**config.mk**
```make
export PLATFORM = sky130hd
export DESIGN_NAME = ps2_host_tx_flat
export DESIGN_NICKNAME = d
export VERILOG_FILES = /design/src/rtl/ps2_host_tx_if.sv /design/src/rtl/ps2_host_tx.sv /design/src/flat_wrapper.sv
export SDC_FILE = /design/constraint.sdc
export NUM_CORES = 1
export LEC_CHECK = 0
export CAP_MARGIN = 20
export CORE_MARGIN = 3
export CORE_UTILIZATION = 41
export CTS_CLUSTER_SIZE = 28
export DETAILED_ROUTE_END_ITERATION = 12
export PLACE_DENSITY_LB_ADDON = 0.08
export SYNTH_ARGS = -nofsm -noshare
export SYNTH_HDL_FRONTEND = slang
export SYNTH_SLANG_ARGS = --single-unit
```
**constraint.sdc**
```tcl
create_clock -name clk -period 4.55 [get_ports clk]
set_clock_uncertainty 0.2 [all_clocks]
set_input_delay 0.91 -clock clk [delete_from_list [all_inputs] [get_ports clk]]
set_output_delay 0.91 -clock clk [all_outputs]
set_load 0.01 [all_outputs]
```
**src/rtl/ps2_host_tx_if.sv**
```systemverilog
// Host-side PS/2 transmit bundle: byte request handshake plus the
// open-collector pad controls and raw pad levels.
//
// Handshake: a byte is accepted on a clk edge where tx_valid & tx_ready.
// tx_ready is high only while the transmitter is idle. tx_valid seen while
// busy is ignored, not queued, and tx_data need only be stable on the
// accepting edge.
interface ps2_host_tx_if;
    logic [7:0] tx_data;
    logic       tx_valid;
    logic       tx_ready;
    logic       ps2_clk_i;
    logic       ps2_data_i;
    logic       ps2_clk_oe;
    logic       ps2_data_oe;
    logic       ps2_busy;
    logic       tx_done;
    logic       tx_error;

    // Requesting side: supplies bytes, watches status, and also
    // represents the pads.
    modport master (
        output tx_data, tx_valid, ps2_clk_i, ps2_data_i,
        input  tx_ready, ps2_clk_oe, ps2_data_oe, ps2_busy, tx_done, tx_error
    );

    // Transmitter side.
    modport slave (
        input  tx_data, tx_valid, ps2_clk_i, ps2_data_i,
        output tx_ready, ps2_clk_oe, ps2_data_oe, ps2_busy, tx_done, tx_error
    );
endinterface

```
**src/rtl/ps2_host_tx.sv**
```systemverilog
// Host-to-device PS/2 transmitter.
// The FSM steps through these phases:
//   1. Inhibit the clock, then assert request-to-send.
//   2. Drive start/data/parity/stop on device clock falls.
//   3. Check the device ACK and wait for the bus to go idle.
// Pads are open collector: an oe of 1 pulls the line low.
module ps2_host_tx #(
    parameter int CLK_HZ     = 25000000,
    parameter int INHIBIT_US = 120,
    parameter int TIMEOUT_US = 15000
) (
    input  logic         clk,
    input  logic         reset,
    ps2_host_tx_if.slave bus,
    output logic [2:0]   dbg_state_o
);
    localparam int CYC_PER_US  = CLK_HZ / 1000000;
    localparam int INHIBIT_CYC = CYC_PER_US * INHIBIT_US;
    localparam int TIMEOUT_CYC = CYC_PER_US * TIMEOUT_US;
    localparam int CNT_MAX     = (INHIBIT_CYC > TIMEOUT_CYC) ? INHIBIT_CYC : TIMEOUT_CYC;
    localparam int CNT_W       = $clog2(CNT_MAX + 1);
    localparam logic [CNT_W-1:0] INHIBIT_LOAD = CNT_W'(INHIBIT_CYC - 1);
    localparam logic [CNT_W-1:0] TIMEOUT_LOAD = CNT_W'(TIMEOUT_CYC - 1);

    typedef enum logic [2:0] {
        ST_IDLE, ST_INHIBIT, ST_RTS, ST_DATA,
        ST_ACK, ST_WAIT_IDLE, ST_DONE, ST_ERROR
    } state_t;

    state_t           state_q;
    logic [CNT_W-1:0] cnt_q;
    logic [9:0]       shift_q;
    logic [3:0]       bit_cnt_q;
    logic             clk_oe_q, data_oe_q, done_q, error_q;

    logic [1:0] clk_sync_q, data_sync_q;
    logic [2:0] clk_hist_q, data_hist_q;
    logic       clk_filt_q, data_filt_q, fall_q;
    logic       clk_filt_d, data_filt_d, fall_d;

    // A filtered level flips only after four consecutive equal synchronized samples.
    always_comb begin
        clk_filt_d  = clk_filt_q;
        data_filt_d = data_filt_q;
        if (&{clk_sync_q[1], clk_hist_q})
            clk_filt_d = 1'b1;
        else if (~|{clk_sync_q[1], clk_hist_q})
            clk_filt_d = 1'b0;
        if (&{data_sync_q[1], data_hist_q})
            data_filt_d = 1'b1;
        else if (~|{data_sync_q[1], data_hist_q})
            data_filt_d = 1'b0;
        fall_d = clk_filt_q & ~clk_filt_d;
    end

    // Pad synchronizers, sample history and filtered levels; the idle bus reads high.
    always_ff @(posedge clk) begin
        if (reset) begin
            clk_sync_q  <= 2'b11;
            data_sync_q <= 2'b11;
            clk_hist_q  <= 3'b111;
            data_hist_q <= 3'b111;
            clk_filt_q  <= 1'b1;
            data_filt_q <= 1'b1;
            fall_q      <= 1'b0;
        end else begin
            clk_sync_q  <= {clk_sync_q[0], bus.ps2_clk_i};
            data_sync_q <= {data_sync_q[0], bus.ps2_data_i};
            clk_hist_q  <= {clk_hist_q[1:0], clk_sync_q[1]};
            data_hist_q <= {data_hist_q[1:0], data_sync_q[1]};
            clk_filt_q  <= clk_filt_d;
            data_filt_q <= data_filt_d;
            fall_q      <= fall_d;
        end
    end

    // Transmit sequencer; the oe lines and the done/error pulses are registered here.
    always_ff @(posedge clk) begin
        if (reset) begin
            state_q   <= ST_IDLE;
            cnt_q     <= '0;
            shift_q   <= '0;
            bit_cnt_q <= '0;
            clk_oe_q  <= 1'b0;
            data_oe_q <= 1'b0;
            done_q    <= 1'b0;
            error_q   <= 1'b0;
        end else begin
            done_q  <= 1'b0;
            error_q <= 1'b0;
            case (state_q)
                ST_IDLE: begin
                    clk_oe_q  <= 1'b0;
                    data_oe_q <= 1'b0;
                    bit_cnt_q <= '0;
                    if (bus.tx_valid) begin
                        shift_q  <= {1'b1, ~^bus.tx_data, bus.tx_data};
                        cnt_q    <= INHIBIT_LOAD;
                        clk_oe_q <= 1'b1;
                        state_q  <= ST_INHIBIT;
                    end
                end
                ST_INHIBIT: begin
                    if (cnt_q == '0) begin
                        clk_oe_q  <= 1'b0;
                        data_oe_q <= 1'b1;
                        state_q   <= ST_RTS;
                    end else begin
                        cnt_q <= cnt_q - 1'b1;
                        // Data goes low during the final inhibit cycle.
                        if (cnt_q == CNT_W'(1))
                            data_oe_q <= 1'b1;
                    end
                end
                ST_RTS: begin
                    clk_oe_q  <= 1'b0;
                    data_oe_q <= 1'b1;
                    cnt_q     <= TIMEOUT_LOAD;
                    state_q   <= ST_DATA;
                end
                ST_DATA, ST_ACK, ST_WAIT_IDLE: begin
                    // An expired timeout wins over a clock fall in the same cycle.
                    if (cnt_q == '0) begin
                        clk_oe_q  <= 1'b0;
                        data_oe_q <= 1'b0;
                        error_q   <= 1'b1;
                        state_q   <= ST_ERROR;
                    end else begin
                        cnt_q <= cnt_q - 1'b1;
                        if (state_q == ST_DATA) begin
                            if (fall_q) begin
                                data_oe_q <= ~shift_q[0];
                                shift_q   <= {1'b0, shift_q[9:1]};
                                bit_cnt_q <= bit_cnt_q + 1'b1;
                                if (bit_cnt_q == 4'd9)
                                    state_q <= ST_ACK;
                            end
                        end else if (state_q == ST_ACK) begin
                            if (fall_q) begin
                                bit_cnt_q <= bit_cnt_q + 1'b1;
                                if (data_filt_q) begin
                                    data_oe_q <= 1'b0;
                                    error_q   <= 1'b1;
                                    state_q   <= ST_ERROR;
                                end else begin
                                    state_q <= ST_WAIT_IDLE;
                                end
                            end
                        end else if (clk_filt_q && data_filt_q) begin
                            clk_oe_q  <= 1'b0;
                            data_oe_q <= 1'b0;
                            done_q    <= 1'b1;
                            state_q   <= ST_DONE;
                        end
                    end
                end
                ST_DONE: begin
                    state_q <= ST_IDLE;
                end
                ST_ERROR: begin
                    clk_oe_q  <= 1'b0;
                    data_oe_q <= 1'b0;
                    state_q   <= ST_IDLE;
                end
                default: begin
                    clk_oe_q  <= 1'b0;
                    data_oe_q <= 1'b0;
                    state_q   <= ST_IDLE;
                end
            endcase
        end
    end

    assign bus.tx_ready    = (state_q == ST_IDLE);
    assign bus.ps2_busy    = (state_q != ST_IDLE);
    assign bus.ps2_clk_oe  = clk_oe_q;
    assign bus.ps2_data_oe = data_oe_q;
    assign bus.tx_done     = done_q;
    assign bus.tx_error    = error_q;
    assign dbg_state_o     = state_q;
endmodule
```
**src/flat_wrapper.sv**
```systemverilog
// flat-port wrapper written by rule: the top's interface ports become plain ports
module ps2_host_tx_flat 
#(
    parameter int CLK_HZ     = 25000000,
    parameter int INHIBIT_US = 120,
    parameter int TIMEOUT_US = 15000
)
  (clk, reset, dbg_state_o, bus_tx_data, bus_tx_valid, bus_ps2_clk_i, bus_ps2_data_i, bus_tx_ready, bus_ps2_clk_oe, bus_ps2_data_oe, bus_ps2_busy, bus_tx_done, bus_tx_error);
  ps2_host_tx_if bus_i ();
  input  logic clk;
  input  logic reset;
  output logic [2:0] dbg_state_o;
  input wire logic [$bits(bus_i.tx_data)-1:0] bus_tx_data;
  input wire logic [$bits(bus_i.tx_valid)-1:0] bus_tx_valid;
  input wire logic [$bits(bus_i.ps2_clk_i)-1:0] bus_ps2_clk_i;
  input wire logic [$bits(bus_i.ps2_data_i)-1:0] bus_ps2_data_i;
  output wire logic [$bits(bus_i.tx_ready)-1:0] bus_tx_ready;
  output wire logic [$bits(bus_i.ps2_clk_oe)-1:0] bus_ps2_clk_oe;
  output wire logic [$bits(bus_i.ps2_data_oe)-1:0] bus_ps2_data_oe;
  output wire logic [$bits(bus_i.ps2_busy)-1:0] bus_ps2_busy;
  output wire logic [$bits(bus_i.tx_done)-1:0] bus_tx_done;
  output wire logic [$bits(bus_i.tx_error)-1:0] bus_tx_error;
  assign bus_i.tx_data = bus_tx_data;
  assign bus_i.tx_valid = bus_tx_valid;
  assign bus_i.ps2_clk_i = bus_ps2_clk_i;
  assign bus_i.ps2_data_i = bus_ps2_data_i;
  assign bus_tx_ready = bus_i.tx_ready;
  assign bus_ps2_clk_oe = bus_i.ps2_clk_oe;
  assign bus_ps2_data_oe = bus_i.ps2_data_oe;
  assign bus_ps2_busy = bus_i.ps2_busy;
  assign bus_tx_done = bus_i.tx_done;
  assign bus_tx_error = bus_i.tx_error;
  ps2_host_tx #(.CLK_HZ(CLK_HZ), .INHIBIT_US(INHIBIT_US), .TIMEOUT_US(TIMEOUT_US)) u_core (.clk(clk), .reset(reset), .bus(bus_i), .dbg_state_o(dbg_state_o));
endmodule
```
==> impl_metrics.py <==
metrics = {
    "layout": {
        "finalNetCount": 386,
        "drive_gt1_frac": 0.1297,
        "antennaDiodeCount": 0,
        "fill_cells": 726,
        "area_growth_pct": 10.88,
        "design_area_sq_um": 3366,
    },
    "synthesis": {
        "synth_top_flop_cell": "dfxtp_1",
        "yosysMostFrequentCell": "dfxtp_1",
        "synth_top_cells_by_count": "dfxtp_1 (53), nand2_1 (28), a21oi_1 (23)",
        "ys_warn_count": 0,
        "synth_nets": 380,
        "syn_inst": 363,
        "yosys.area.top_type_share": 0.3495,
        "ys_types": 61,
        "syn_area_sq_um": 3035,
        "ys_seq_area_frac": 0.3495,
        "synth_edf_count": 0,
        "avgSynthCellArea_sq_um": 8.362,
        "async_reset_ff_frac": 0,
        "synth_top_area_cell": "dfxtp_1",
        "synth-seq-cells": 53,
        "synthTopCellsByArea": "dfxtp_1 (35%), mux2i_1 (4.9%), a21oi_1 (3.8%)",
    },
    "floorplan": {
        "die_h_um": 92.05,
        "num_rows": 30,
        "die_x_um": 92.05,
        "pin_count": 22,
        "die_area_sq_um": 8472,
        "core-area_sq_um": 6982,
        "initial_utilization": 0.4348,
    },
    "placement": {
        "port_buffers": 21,
        "dpl.hpwl_mm": 5.317,
        "place_congestion": 0.8601,
        "place_ws_ns": 1.372,
        "dpl_cell_area_sq_um": 3272,
    },
    "sta": {
        "rsz0062_at_grt": "false",
        "hold_violations": 0,
        "whs_ns": 0.2210,
        "fin_tns_setup_ns": 0,
        "fmax_mhz": 282.9,
        "period_minus_slack_ns": 3.535,
        "slew_violations": 0,
        "period_share": 0.7770,
        "slew_headroom": 0.3672,
        "finalWorstSetupSlack_ns": 1.015,
        "setup_violations": 0,
        "tightest_slew_ns": 0.9492,
    },
    "global_route": {
        "grt_pass1_wl_mm": 13.25,
        "grt_overflow": 0,
        "grt_max_degree": 54,
        "antenna_found_initial": 0,
        "grt_pass1_vias": 2620,
        "globalRouteTotalUtil": 0.1908,
    },
    "critical_path": {
        "critPathArrivalTime_ns": 2.43,
        "worstPathRequired_ns": 3.44,
        "slowest_stage": "clkdlybuf4s50_1",
        "cp_max_fo": 21,
        "crit_type": "register to output pin",
        "path_cells": "or3_1, inv_1, clkdlybuf4s50_1",
        "cp-end-kind": "output pin",
        "slowest_delay_ns": 0.61,
        "worstSetupStartpointType": "register",
    },
    "cts": {
        "htree_levels": 2,
        "cts_hold_buf": 0,
        "cts-resized-gates": 0,
        "postCtsSetupBuffers": 0,
        "cts_inserted_buffers": 5,
        "clock_sinks": 53,
        "insertion_delay_ns": 0.32,
        "root_buffer": "clkbuf_8",
        "cts_tree": "built",
        "clk_pin_slew_ns": 0.11,
        "cts_buffer_depth": 2,
    },
    "job": {
        "maxCapViolations": 0,
    },
    "route": {
        "vias": 2816,
        "post_drt_wl_per_cell_um": 16.91,
        "finalWirelength_mm": 7.878,
        "via_per_inst": 6.043,
        "drtAntennaViolNets": 0,
        "routed-wl-met3_um": 482,
        "first_iter_violations": 304,
        "met2_length_mm": 3.427,
        "dr.pass1.iters": 7,
        "drc": 0,
        "drt-met1-wl_mm": 3.853,
        "top_layer_used": "met4",
    },
    "min_path": {
        "hold_class": "register to register",
    },
    "pwr": {
        "leakage_nw": 1.194,
        "finalPower_mw": 1.950,
        "p_per_area_nw_per_um2": 579.4,
        "peakVddDrop_uv": 149.1,
    },
    "status": {
        "status": "complete, no violations",
    },
}
[worst paths after layout]
path / start / end / slack, ns / depth (start not counted)
max reg2reg: u_core.cnt_q[3] / u_core.cnt_q[12] / 1.57 / 5
min reg2reg: u_core.data_sync_q[0] / u_core.data_sync_q[1] / 0.22 / 1
max: u_core.dbg_state_o[0] / bus_tx_ready / 1.01 / 3
min: u_core.data_sync_q[0] / u_core.data_sync_q[1] / 0.22 / 1
[placed cells by master, fill, tap and decap left out, types with 4 or more instances in the layout]
master / count
buf_4: 5
ha_1: 4
or3_1: 11
o21ai_0: 11
nand2_1: 28
mux2i_1: 15
dfxtp_1: 53
xnor2_1: 7
nor2b_1: 4
a221oi_1: 5
a31oi_1: 9
inv_1: 13
or4_1: 6
nand3_1: 8
a2111oi_0: 4
or2_2: 13
nor2_1: 22
a21oi_1: 23
nand4_1: 4
clkdlybuf4s50_1: 20
nor3_1: 20
a211oi_2: 9
and3_1: 6
a211oi_1: 8
nor4_1: 6
clkbuf_8: 5
[power by group]
group,switching [mW],internal (mW),total [mW]
sequential,0.100,0.559,0.660
combinational,0.620,0.382,1.00
clock,0.176,0.113,0.288
total,0.896,1.05,1.95
[critical path: cells and delay by family (launching register included)]
| family | cells | cell delay (ns) |
|---|---|---|
| AND/OR/NAND/NOR | 1 | 0.60 |
| flip-flops | 1 | 0.53 |
| buffers and inverters | 2 | 0.96 |
[sequential cells by signal, summed over array words and instances, names as in the netlist, 2 cells and up]
name,count
u_core.bit_cnt_q,4
u_core.clk_hist_q,3
u_core.clk_sync_q,2
u_core.cnt_q,19
u_core.data_hist_q,3
u_core.data_sync_q,2
u_core.dbg_state_o,3
u_core.shift_q,10
[cell type report]
| cell class | instances | area, sq um | area share |
|---|---|---|---|
| clock buffers | 5 | 68.82 | 0.02045 |
| multi-input cells | 270 | 1799 | 0.5346 |
| clock inverters | 3 | 25.02 | 0.007435 |
| well taps | 96 | 120.1 | 0.03569 |
| inverters | 13 | 48.80 | 0.01450 |
| repair buffers | 26 | 242.7 | 0.07212 |
| flip-flops and latches | 53 | 1061 | 0.3152 |
[per-layer routing]
| metal | global-route usage | vias to the layer above |
|---|---|---|
| met5 | 0 | - |
| met4 | 0.05569 | 0 |
| met3 | 0.03117 | 12 |
| met2 | 0.2847 | 102 |
| met1 | 0.2804 | 1311 |
| li1 | - | 1391 |
[kinds of logic (layout without fill, tap and decap cells)]
family,count (synthesis),count (layout),synth area share
and+or+nand+nor,140,140,0.2465
muxes,17,17,0.05688
buffers and inverters,40,47,0.05936
DFF,53,53,0.3495
AOI/OAI and AO/OA,102,102,0.2510
adders and majority gates,4,4,0.01649
xor gates and xnor gates,7,7,0.02020
[stage by stage]
stage / instances / util
after floorplan: 363 / -
after global placement: 458 / 0.4686
after detailed placement: 458 / 0.4686
after CTS: 466 / 0.4821
after global routing: 466 / 0.4821
final: 466 / 0.4821
Power figures use the tool's default switching activity.
